<file path="src/rtl/led_fade_sequencer.sv">
// Triangular LED fade: PWM ramp up, hold, ramp down, hold.
// Define LED_FADE_REPEAT_EN to loop the fade until stop or reset.
module led_fade_sequencer #(
  parameter int LENGTH     = 30,
  parameter int SPEED_DOWN = 300,
  parameter int HOLD       = 4
) (
  input  logic       clk,
  input  logic       rst,
  input  logic       start,
  input  logic       stop,
  output logic       led,
  output logic       busy,
  output logic [7:0] duty,
  output logic       cycle_done
);

  typedef enum logic [2:0] {
    IDLE,
    RAMP_UP,
    HOLD_ON,
    RAMP_DOWN,
    HOLD_OFF
  } state_t;

  localparam logic [7:0]  DUTY_MAX  = 8'(LENGTH);
  localparam logic [7:0]  PWM_LAST  = 8'(LENGTH - 1);
  localparam logic [15:0] STEP_LAST = 16'(SPEED_DOWN - 1);
  localparam logic [7:0]  HOLD_LAST = 8'(HOLD - 1);

  state_t      state_q;
  logic [7:0]  pwm_q;
  logic [7:0]  pwm_d;
  logic [7:0]  duty_q;
  logic [7:0]  hold_q;
  logic [15:0] step_q;
  logic [15:0] step_d;
  logic        tick;
  logic        led_q;
  logic        done_q;

  assign tick   = (step_q == STEP_LAST);
  assign step_d = tick ? '0 : step_q + 16'd1;
  assign pwm_d  = (pwm_q == PWM_LAST) ? '0 : pwm_q + 8'd1;

  always_ff @(posedge clk or negedge rst) begin
    if (!rst) begin
      state_q <= IDLE;
      pwm_q   <= '0;
      duty_q  <= '0;
      hold_q  <= '0;
      step_q  <= '0;
      led_q   <= 1'b0;
      done_q  <= 1'b0;
    end else begin
      done_q <= 1'b0;
      if (stop) begin
        state_q <= IDLE;
        pwm_q   <= '0;
        duty_q  <= '0;
        hold_q  <= '0;
        step_q  <= '0;
        led_q   <= 1'b0;
      end else begin
        led_q  <= (state_q != IDLE) && (pwm_q < duty_q);
        pwm_q  <= (state_q == IDLE) ? '0 : pwm_d;
        step_q <= (state_q == IDLE) ? '0 : step_d;
        // every transition below happens on a tick, so step_d is already 0
        unique case (state_q)
          IDLE: begin
            hold_q <= '0;
            duty_q <= '0;
            if (start) begin
              state_q <= RAMP_UP;
            end
          end
          RAMP_UP: begin
            if (tick) begin
              if (duty_q >= PWM_LAST) begin
                duty_q  <= DUTY_MAX;
                hold_q  <= '0;
                state_q <= HOLD_ON;
              end else begin
                duty_q <= duty_q + 8'd1;
              end
            end
          end
          HOLD_ON: begin
            if (tick) begin
              if (hold_q == HOLD_LAST) begin
                hold_q  <= '0;
                state_q <= RAMP_DOWN;
              end else begin
                hold_q <= hold_q + 8'd1;
              end
            end
          end
          RAMP_DOWN: begin
            if (tick) begin
              if (duty_q <= 8'd1) begin
                duty_q  <= '0;
                hold_q  <= '0;
                state_q <= HOLD_OFF;
              end else begin
                duty_q <= duty_q - 8'd1;
              end
            end
          end
          HOLD_OFF: begin
            if (tick) begin
              if (hold_q == HOLD_LAST) begin
                hold_q <= '0;
                done_q <= 1'b1;
`ifdef LED_FADE_REPEAT_EN
                state_q <= RAMP_UP;
`else
                state_q <= IDLE;
                pwm_q   <= '0;
`endif
              end else begin
                hold_q <= hold_q + 8'd1;
              end
            end
          end
          default: state_q <= IDLE;
        endcase
      end
    end
  end

  assign led        = led_q;
  assign busy       = (state_q != IDLE);
  assign duty       = duty_q;
  assign cycle_done = done_q;

endmodule

</file>
<file path="config.mk">
export PLATFORM = sky130hd
export DESIGN_NAME = led_fade_sequencer
export DESIGN_NICKNAME = d
export VERILOG_FILES = /design/src/rtl/led_fade_sequencer.sv
export SDC_FILE = /design/constraint.sdc
export NUM_CORES = 1
export LEC_CHECK = 0
export CELL_PAD_IN_SITES_DETAIL_PLACEMENT = 1
export CELL_PAD_IN_SITES_GLOBAL_PLACEMENT = 1
export CORE_MARGIN = 3
export CORE_UTILIZATION = 47
export DETAILED_ROUTE_END_ITERATION = 10
export PLACE_DENSITY_LB_ADDON = 0.1
export SLEW_MARGIN = 20
export SYNTH_ARGS = -nofsm -noshare
export SYNTH_HDL_FRONTEND = slang
export SYNTH_SLANG_ARGS = --single-unit
</file>
<file path="constraint.sdc">
create_clock -name clk -period 3.7 [get_ports clk]
set_input_delay 1.11 -clock clk [delete_from_list [all_inputs] [get_ports clk]]
set_output_delay 1.11 -clock clk [all_outputs]
set_load 0.03 [all_outputs]
</file>
==> flow_metrics.env, run 1 <==
export IMPL_ios=15
export IMPL_ys_types=64
export IMPL_start_util=0.489
export IMPL_cts_htree_levels=2
export IMPL_hold_violations=0
export IMPL_crit_type="reg2out"
export IMPL_combPwrFrac=0.096
export IMPL_power_density_nw_per_um2=324
export IMPL_setup_tns_final_ps=0
export IMPL_synth_fp_nets=335
export IMPL_post_cts_buffers=0
export IMPL_multi_input_area_sq_um=1680
export IMPL_crit_fanout=18
export IMPL_rsz0062_at_grt="no"
export IMPL_drive_gt1_frac=0.100
export IMPL_insertion_delay_ps=310
export IMPL_hpwl_um=5250
export IMPL_p_clk_frac=0.423
export IMPL_tightest_slew_ps=594
export IMPL_crit_arrival_ps=2040
export IMPL_synth_edf_count=0
export IMPL_yosysWarnings=0
export IMPL_dieArea_sq_um=7210
export IMPL_hold_class="reg2reg"
export IMPL_fin_skew_ps=8.93
export IMPL_clock_path_buffers=2
export IMPL_die_w_um=84.9
export IMPL_grt_overflow_total=0
export IMPL_routedWlPerCell_um=17.7
export IMPL_nFillCells=693
export IMPL_required_ps=2590
export IMPL_rows=28
export IMPL_syn_area_sq_um=2930
export IMPL_grt_use_total=0.214
export IMPL_drt_total_wl_um=7170
export IMPL_synthFlopType="dfrtp_1"
export IMPL_finalSetupViolations=0
export IMPL_syn2layout_area_growth_pct=11.2
export IMPL_grt_max_degree=46
export IMPL_fmax_ghz=0.317
export IMPL_vias_per_cell=6.08
export IMPL_post_route_period_util=0.851
export IMPL_cp_num_buf_inv=2
export IMPL_cap_violations=0
export IMPL_seqCellArea_sq_um=1130
export IMPL_clock_root_buffer="clkbuf_8"
export IMPL_whs_ps=465
export IMPL_via_count=2463
export IMPL_ys_ff_latch=45
export IMPL_worstSetupStartpointType="flip-flop"
export IMPL_final_util=0.543
export IMPL_route_detailed_drc=0
export IMPL_cellInternalPower_w=0.000797
export IMPL_cts_made_buffers=5
export IMPL_slew_viol_final=0
export IMPL_p_switching_w=0.000259
export IMPL_max_stage_delay_ps=610
export IMPL_antenna_left=0
export IMPL_leakage_nw=1.35
export IMPL_switching_share=0.245
export IMPL_syn_avg_cell_area_sq_um=9.24
export IMPL_first_pass_iters=4
export IMPL_syn_inst=317
export IMPL_grt_antenna_before_repair=0
export IMPL_grt_pass1_wl_um=12400
export IMPL_slew_headroom=0.604
export IMPL_grt_pass1_vias=2550
export IMPL_ctsHoldBuffers=0
export IMPL_drt_iter0_markers=138
export IMPL_ys_seq_area_frac=0.385
export IMPL_core_area_sq_um=5990
export IMPL_synth_async_reset_ratio=1.00
export IMPL_critical_path_top_delay_family="buffers and inverters"
export IMPL_dieHeight_um=84.9
export IMPL_sequentialPowerShare=0.481
export IMPL_port_buffers=14
export IMPL_cts_reportedPaths_clkPinSlew_ps=90
export IMPL_worst_path_max_delay_cell="dfrtp_1"
export IMPL_cp_end_kind="output pin"
export IMPL_worstPathCellList="nor3_1 -> inv_1 -> clkdlybuf4s50_1"
export IMPL_place_congestion=0.789
export IMPL_cts_resized=0
export IMPL_min_period_ps=3150
export IMPL_cts_tree="built"
export IMPL_outcome="complete, no violations"
export IMPL_cts_sinks=45
export IMPL_nNetsFinal=347
export IMPL_irDropWorstVdd_uv=170
export IMPL_n_antenna_cell=0
-- logic make-up (layout without fill, tap and decap cells) --
family,count (synthesis),in the layout,synth area share
xor gates and xnor gates,22,22,0.0658
and+or+nand+nor,135,135,0.263
DFF,45,45,0.385
AOI/OAI and AO/OA,70,70,0.173
buffers and inverters,28,41,0.0427
adders and majority gates,15,15,0.0637
muxes,2,2,0.00726
-- cell usage after synthesis, types with 3 or more instances --
cell type  number  area (sq um)
o21ai_0        15          75.1
nand3_1        21           105
and3_1         12          75.1
a21o_1          3          22.5
xnor2_1         9          78.8
a21oi_1        13          65.1
nand2b_1        4          25.0
nor2_1         38           143
inv_1          15          56.3
nand2_1        16          60.1
dfrtp_1        45          1130
nor3_1          9          45.0
ha_1           14           175
o41ai_1         6          52.6
nor2b_1         3          18.8
a31oi_1         4          25.0
buf_2           3          15.0
clkbuf_1        7          26.3
o22ai_1         3          18.8
nand4_1         4          25.0
xor2_1         13           114
o31ai_1         8          60.1
-- state kept, by name, summed over array words and instances, names as in the netlist --
signal,count
duty,8
state_q,3
cycle_done,1
led,1
pwm_q,8
step_q,16
hold_q,8
-- layer usage --
layer | wire length, um | GRT usage | vias to the layer above | part of all wire
li1 | - | - | 1177 | -
met1 | 3320 | 0.281 | 1240 | 0.46
met2 | 3530 | 0.362 | 34 | 0.49
met3 | 188 | 0.0311 | 12 | 0.026
met4 | 131 | 0.0719 | 0 | 0.018
met5 | 0 | 0 | - | 0
-- worst reg2reg max path, delay by kind of cell, from the launching register on --
| kind | cells | cell delay (ps) |
|---|---|---|
| buf+inv | 1 | 90 |
| mux | 1 | 340 |
| fa+ha+maj | 1 | 280 |
| flops | 1 | 610 |
| compound gates | 1 | 340 |
| simple gates | 3 | 820 |
-- worst paths after layout --
path	from	end	slack [ps]	depth (start not counted)
setup / recovery	state_q[1]	busy	550	3
min in group asynchronous	rst	duty[4]	790	1
setup reg to reg	duty[0]	state_q[0]	1110	7
hold / removal	step_q[0]	step_q[0]	460	1
hold reg to reg	step_q[0]	step_q[0]	460	1
max in group asynchronous	rst	step_q[2]	2510	1
-- final cells by class --
class,count,area share
clock buffers,5,0.0211
clock inverters,3,0.0200
inverters,15,0.0173
multi-input cells,244,0.515
flip-flops and latches,45,0.346
well taps,75,0.0288
repair buffers,18,0.0515
-- per-stage QoR --
stage / instances / cell area (sq um) / setup WS (ps) / power, W
after floorplan: 317 / 2930 / 911 / 0.000578
after global placement: 397 / 3120 / 757 / 0.000617
after detailed placement: 397 / 3120 / 682 / 0.000619
after CTS: 405 / 3250 / 559 / 0.00106
after global routing: 405 / 3250 / 383 / 0.00110
final: 405 / 3250 / 549 / 0.00106
-- placed cells by master (no fill, tap or decap), drive strengths merged, types with 10 or more instances in the layout --
master,Yosys,routed
xor2,13,13
nor2,38,38
a21oi,13,13
nor3,10,10
o21ai,17,17
inv,15,15
nand2,16,16
clkdlybuf4s50,0,13
nand3,21,21
dfrtp,45,45
and3,14,14
ha,14,14
-- power groups by stage --
stage	Sequential (W)	Clock, W	Combinational (W)
detailed placement	0.000517	0	0.000102
global route	0.000509	0.000474	0.000115
global placement	0.000517	0	0.000100
floorplan	0.000513	0	0.0000654
finish	0.000508	0.000447	0.000102
CTS	0.000507	0.000454	0.000103
(Power assumes the default switching activity.)
==> inputs of run 2 (changes only) <==
--- a/config.mk
+++ b/config.mk
@@ -10,8 +10,9 @@
 export CORE_MARGIN = 3
 export CORE_UTILIZATION = 47
 export DETAILED_ROUTE_END_ITERATION = 10
-export PLACE_DENSITY_LB_ADDON = 0.1
+export PLACE_DENSITY = 0.77
 export SLEW_MARGIN = 20
 export SYNTH_ARGS = -nofsm -noshare
 export SYNTH_HDL_FRONTEND = slang
 export SYNTH_SLANG_ARGS = --single-unit
+export TNS_END_PERCENT = 10
==> run 2 against run 1 <==
Critical endpoint unchanged. Highest routed layer unchanged. Die area did not move. Clock power fell by 12%. Utilization down 0.42 points.
==> flow_metrics.env, run 2 (synthesis gave the netlist of run 1 again) <==
export IMPL_timing_rr_start="duty[0]"
export IMPL_dieArea_sq_um=7210
export IMPL_ctsHoldBuffers=0
export IMPL_slew_viol_final=0
export IMPL_hold_start="step_q[0]"
export IMPL_fmax_ghz=0.316
export IMPL_cts_reportedPaths_clkPinSlew_ps=90
export IMPL_power_density_nw_per_um2=311
export IMPL_crit_arrival_ps=2060
export IMPL_drt_iter0_markers=84
export IMPL_ios=15
export IMPL_ff2ff_path_depth=8
export IMPL_min_to="step_q[0]"
export IMPL_cts_sinks=45
export IMPL_post_cts_buffers=0
export IMPL_rsz0062_at_grt="no"
export IMPL_port_buffers=14
export IMPL_cts_made_buffers=5
export IMPL_die_w_um=84.9
export IMPL_clock_root_buffer="clkbuf_8"
export IMPL_cts_htree_levels=2
export IMPL_vias_per_cell=6.08
export IMPL_routedWlPerCell_um=18.1
export IMPL_cp_num_buf_inv=2
export IMPL_critical_path_top_delay_family="buffers and inverters"
export IMPL_crit_type="reg2out"
export IMPL_clock_path_buffers=2
export IMPL_route_detailed_drc=0
export IMPL_first_pass_iters=4
export IMPL_largest_register_ffs=16
export IMPL_cp_end_kind="output pin"
export IMPL_worst_path_max_delay_cell="dfrtp_1"
export IMPL_place_congestion=0.775
export IMPL_core_area_sq_um=5990
export IMPL_post_route_period_util=0.857
export IMPL_hold_class="reg2reg"
export IMPL_grt_antenna_before_repair=0
export IMPL_grt_use_total=0.214
export IMPL_grt_pass1_vias=2552
export IMPL_final_cell_mix="dfrtp_1, nor2_1, nand3_1, nand2_1"
export IMPL_irDropWorstVdd_uv=144
export IMPL_cts_resized=0
export IMPL_hold_violations=0
export IMPL_hpwl_um=5180
export IMPL_rows=28
export IMPL_min_period_ps=3170
export IMPL_max_stage_delay_ps=620
export IMPL_insertion_delay_ps=300
export IMPL_required_ps=2590
export IMPL_grt_pass1_wl_um=12700
export IMPL_via_count=2457
export IMPL_tightest_slew_ps=685
export IMPL_grt_overflow_total=0
export IMPL_regMostFlops="step_q"
export IMPL_syn2layout_area_growth_pct=10.3
export IMPL_outcome="complete, no violations"
export IMPL_p_total_w=0.00100
export IMPL_r2r_end="hold_q[5]"
export IMPL_drt_total_wl_um=7320
export IMPL_cap_violations=0
export IMPL_setup_tns_final_ps=0
export IMPL_nNetsFinal=346
export IMPL_n_antenna_cell=0
export IMPL_layout_commonest_cell="dfrtp_1"
export IMPL_worstSetupStartpointType="flip-flop"
export IMPL_drive_gt1_frac=0.0942
export IMPL_slew_headroom=0.541
export IMPL_worstPathCellList="nor3_1 -> inv_1 -> clkdlybuf4s50_1"
export IMPL_grt_max_degree=46
export IMPL_antenna_left=0
export IMPL_reg2reg_slack_ps=980
export IMPL_whs_path_depth=1
export IMPL_fin_skew_ps=12.6
export IMPL_cts_tree="built"
export IMPL_finalSetupViolations=0
export IMPL_dieHeight_um=84.9
export IMPL_start_util=0.489
export IMPL_leakage_nw=1.34
export IMPL_crit_fanout=18
==> run 2: cell types whose count changed in the layout (fill, tap and decap cells not counted) <==
cell       change
clkbuf_1       +1
buf_4          -1
clkinv_2       -1
clkbuf_8       +1
bufinv_16      -1
==> run 2: worst max-delay path by stage <==
| stage | end | cells past startpoint | slack (ps) | startpoint |
|---|---|---|---|---|
| 2_1_floorplan | state_q[0] | 9 | 910 | duty[0] |
| 3_3_place_gp | hold_q[7] | 5 | 770 | stop |
| 3_5_place_dp | hold_q[3] | 5 | 700 | stop |
| 4_1_cts | busy | 3 | 550 | state_q[1] |
| 5_1_grt | busy | 3 | 380 | state_q[1] |
| 6_report | busy | 3 | 530 | state_q[1] |
==> run 2: area by class of cell <==
| class | count | area, sq um |
|---|---|---|
| repair buffers | 17 | 160 |
| inverters | 15 | 56.3 |
| multi-input cells | 244 | 1680 |
| flip-flops and latches | 45 | 1130 |
| well taps | 75 | 93.8 |
| clock buffers | 7 | 86.3 |
| fillers | 711 | 2760 |
| clock inverters | 1 | 30.0 |
==> run 2: through the flow <==
| step | hold slack, ps | instances | worst slack (ps) | area (sq um) | utilization |
|---|---|---|---|---|---|
| finish | 459 | 404 | 530 | 3230 | 0.539 |
| global route | 496 | 404 | 376 | 3230 | 0.539 |
| CTS | 465 | 404 | 554 | 3230 | 0.539 |
| detailed placement | 450 | 396 | 700 | 3110 | 0.519 |
| global placement | 448 | 396 | 768 | 3110 | 0.519 |
| floorplan | 424 | 317 | 911 | 2930 | - |
==> run 2: metal layers <==
metal	GRT usage	routed length (um)
met4	0.0619	108
met5	0	0
met1	0.292	3530
met2	0.355	3520
met3	0.0291	159
==> run 2: report_power, final <==
part | internal, W | total, W | switching, W
registers | 0.000496 | 0.000508 | 0.0000123
logic | 0.0000329 | 0.000102 | 0.0000689
clock network | 0.000221 | 0.000394 | 0.000174
total | 0.000749 | 0.00100 | 0.000255
==> patch, RTL diff (flow settings as in run 1) <==
The parameter `SPEED_DOWN` goes from 300 to 150.
--- a/src/rtl/led_fade_sequencer.sv
+++ b/src/rtl/led_fade_sequencer.sv
@@ -3,5 +3,5 @@
 module led_fade_sequencer #(
   parameter int LENGTH     = 30,
-  parameter int SPEED_DOWN = 300,
+  parameter int SPEED_DOWN = 150,
   parameter int HOLD       = 4
 ) (
Behaviour: no difference found for any inputs over 10 cycles, from zero or initial values and one cycle with rst low; that may be too few to reach the edited logic, so the function may still have changed.
==> patch against run 1 <==
- synthesized area down 5.1%
- final cell count down 2.0%
- sequential power shrank 0.8%
- largest cell class unchanged
- routed wire length shrank 1.1%
- setup slack improved by 0.11 ns
- critical path type unchanged
- total power shrank 0.81%
- final area shrank 4.7%
- sequential cell count unchanged
==> patch: results (changes against run 1) <==
Place
  • GP Congestion: 0.793 (+0.44%)
  • Pre-CTS setup slack: 0.615 ns (-0.0671 ns)
  • Final HPWL DP: 4980 um (-5.1%)
  • I/O Buffers: 14 (unchanged)

Drt
  • Initial DRC count: 45 (-67%)
  • Drt pass-1 iters: 4 (unchanged)
  • Post-route ant nets: 0 (unchanged)
  • Drt total wl: 7090 um (-1.1%)
  • Vias: 2356 (-4.3%)

Outcome
  • Status: finished, final reports clean

Worst setup path
  • Worst path max stage delay: 0.61 ns (about the same)
  • Flop2flop setup slack: 1.05 ns (-0.06 ns)
  • Slowest-stage cell, CP: clkdlybuf4s50_1
  • Worst-path fanout max: 13 (-5)
  • Arrival time of the worst setup path: 1.93 ns (-0.11 ns)

Worst hold path
  • Hold Path Class: flip-flop to flip-flop

CTS
  • Postcts setup bufs: 0 (unchanged)
  • # resized after CTS: 0 (unchanged)
  • Clock-pin transition on the worst setup and hold timing paths: 0.09 ns (about the same)
  • Worst-Skew Late Latency: 0.30 ns
  • CTS max path bufs: 2 (unchanged)
  • Num CTS Buffers: 5 (unchanged)
  • CTS H-tree depth: 2 (unchanged)
  • Root buffer selected by CTS: clkbuf_8

Global route
  • Initial antenna violation count: 0 (unchanged)
  • Vias in the first global route: 2558 (+0.31%)
  • Largest net degree at the start of global routing: 46 (unchanged)
  • Global-route usage over all layers: 21.4% (+0.042 points)
  • First-pass GRT wire length: 12200 um (-1.7%)

Synth
  • Count of cell types in the netlist: 48 (-25%)
  • Seq/Total Area, Yosys: 40.5% (+2.1 points)
  • Synth area leaders: dfrtp_1 41%, ha_1 6.8%, nand3_1 4.3%
  • Commonest cells in the netlist: 45 x dfrtp_1, 32 x nor2_1, 24 x nand3_1, 23 x inv_1, 23 x o21ai_0
  • Yosys warnings: 0 (unchanged)
  • Synth async-reset ratio: 100% (unchanged)
  • Syn_nets: 333 (-0.60%)

Timing
  • Ratio of final minimum period to clock period: 82.1% (-3.1 points)
  • Clk_skew: 0.00946 ns (+0.000532 ns)
  • Slew HR: 57.9% (-2.5 points)

Final layout
  • Max reg flops: 16 (unchanged)
  • Fraction of layout cells with a size suffix above 1: 6.15% (-3.8 points)
  • # diodes: 0 (unchanged)
  • Register with the most flip-flops: step_q
  • NumNets Final: 343 (-1.2%)
  • FILL cells: 685 (-1.2%)

Power and ir drop
  • Lkg Pwr: 1.25 nW (-7.9%)
  • Maximum vdd drop: 0.212 mV (+25%)
## patch: changes by cell type in the layout (fill, tap and decap cells not counted), moves of 4 or more
cell      change
inv_1         +8
o21ai_0       +8
and3_1        -7
nor2_1        -6
o211ai_1      +5
o41ai_1       -5
or3_1         +5
xor2_1        -5
nor3b_1       +4
o31ai_1       -4
## patch: logic make-up after synthesis
family,after synthesis,synth area share [%]
AND/OR/NAND/NOR,122,22.5
AO/OA/AOI/OAI,71,16.9
flip-flops,45,40.5
buffers and inverters,37,5.45
XOR/XNOR,20,6.31
adder cells (fa/ha/maj),16,7.16
multiplexers,3,1.08
## patch: final cells by class
class	count	area share, %
clock buffer	5	2.22
clock inverter	3	2.22
inverter	23	2.78
multi-input combinational	232	48.4
sequential	45	36.3
tap	72	2.91
timing repair buffer	17	5.17
## patch: layer usage
layer	wire, um	part of all wire, %	up-vias	GRT usage, %
met1	3280	46	1180	27.1
met2	3560	50	24	37.4
li1	-	-	1141	-
met3	125	1.8	11	2.98
met4	122	1.7	0	7.28
met5	0	0	-	0
## patch: through the flow
| stage | hold WS, ns | cell area [um2] | cells | util, % |
|---|---|---|---|---|
| 2_1_floorplan | 0.471 | 2780 | 314 | - |
| 3_3_place_gp | 0.487 | 2960 | 389 | 52.8 |
| 3_5_place_dp | 0.506 | 2960 | 389 | 52.8 |
| 4_1_cts | 0.537 | 3100 | 397 | 55.2 |
| 5_1_grt | 0.559 | 3100 | 397 | 55.3 |
| 6_report | 0.543 | 3100 | 397 | 55.3 |
## patch: worst max-delay path, delay by kind of cell, from the launching register on
family	cells	cell delay [ns]
and+or+nand+nor	1	0.46
buffers and inverters	1	0.61
DFF	1	0.55
## patch: final timing paths
kind                                 start         end  depth (start not counted)
min in group asynchronous              rst  state_q[2]                          1
worst min-delay path             hold_q[0]   hold_q[0]                          1
worst min register to register   hold_q[0]   hold_q[0]                          1
max in group asynchronous              rst   step_q[5]                          1
worst max-delay path            state_q[1]        busy                          2
worst max register to register     duty[1]  state_q[0]                          7
## patch: power breakdown
group	leakage (nW)	internal, mW	switching [mW]
Clock	0.0687	0.272	0.186
Combinational	0.553	0.0272	0.0584
Sequential	0.627	0.495	0.00857
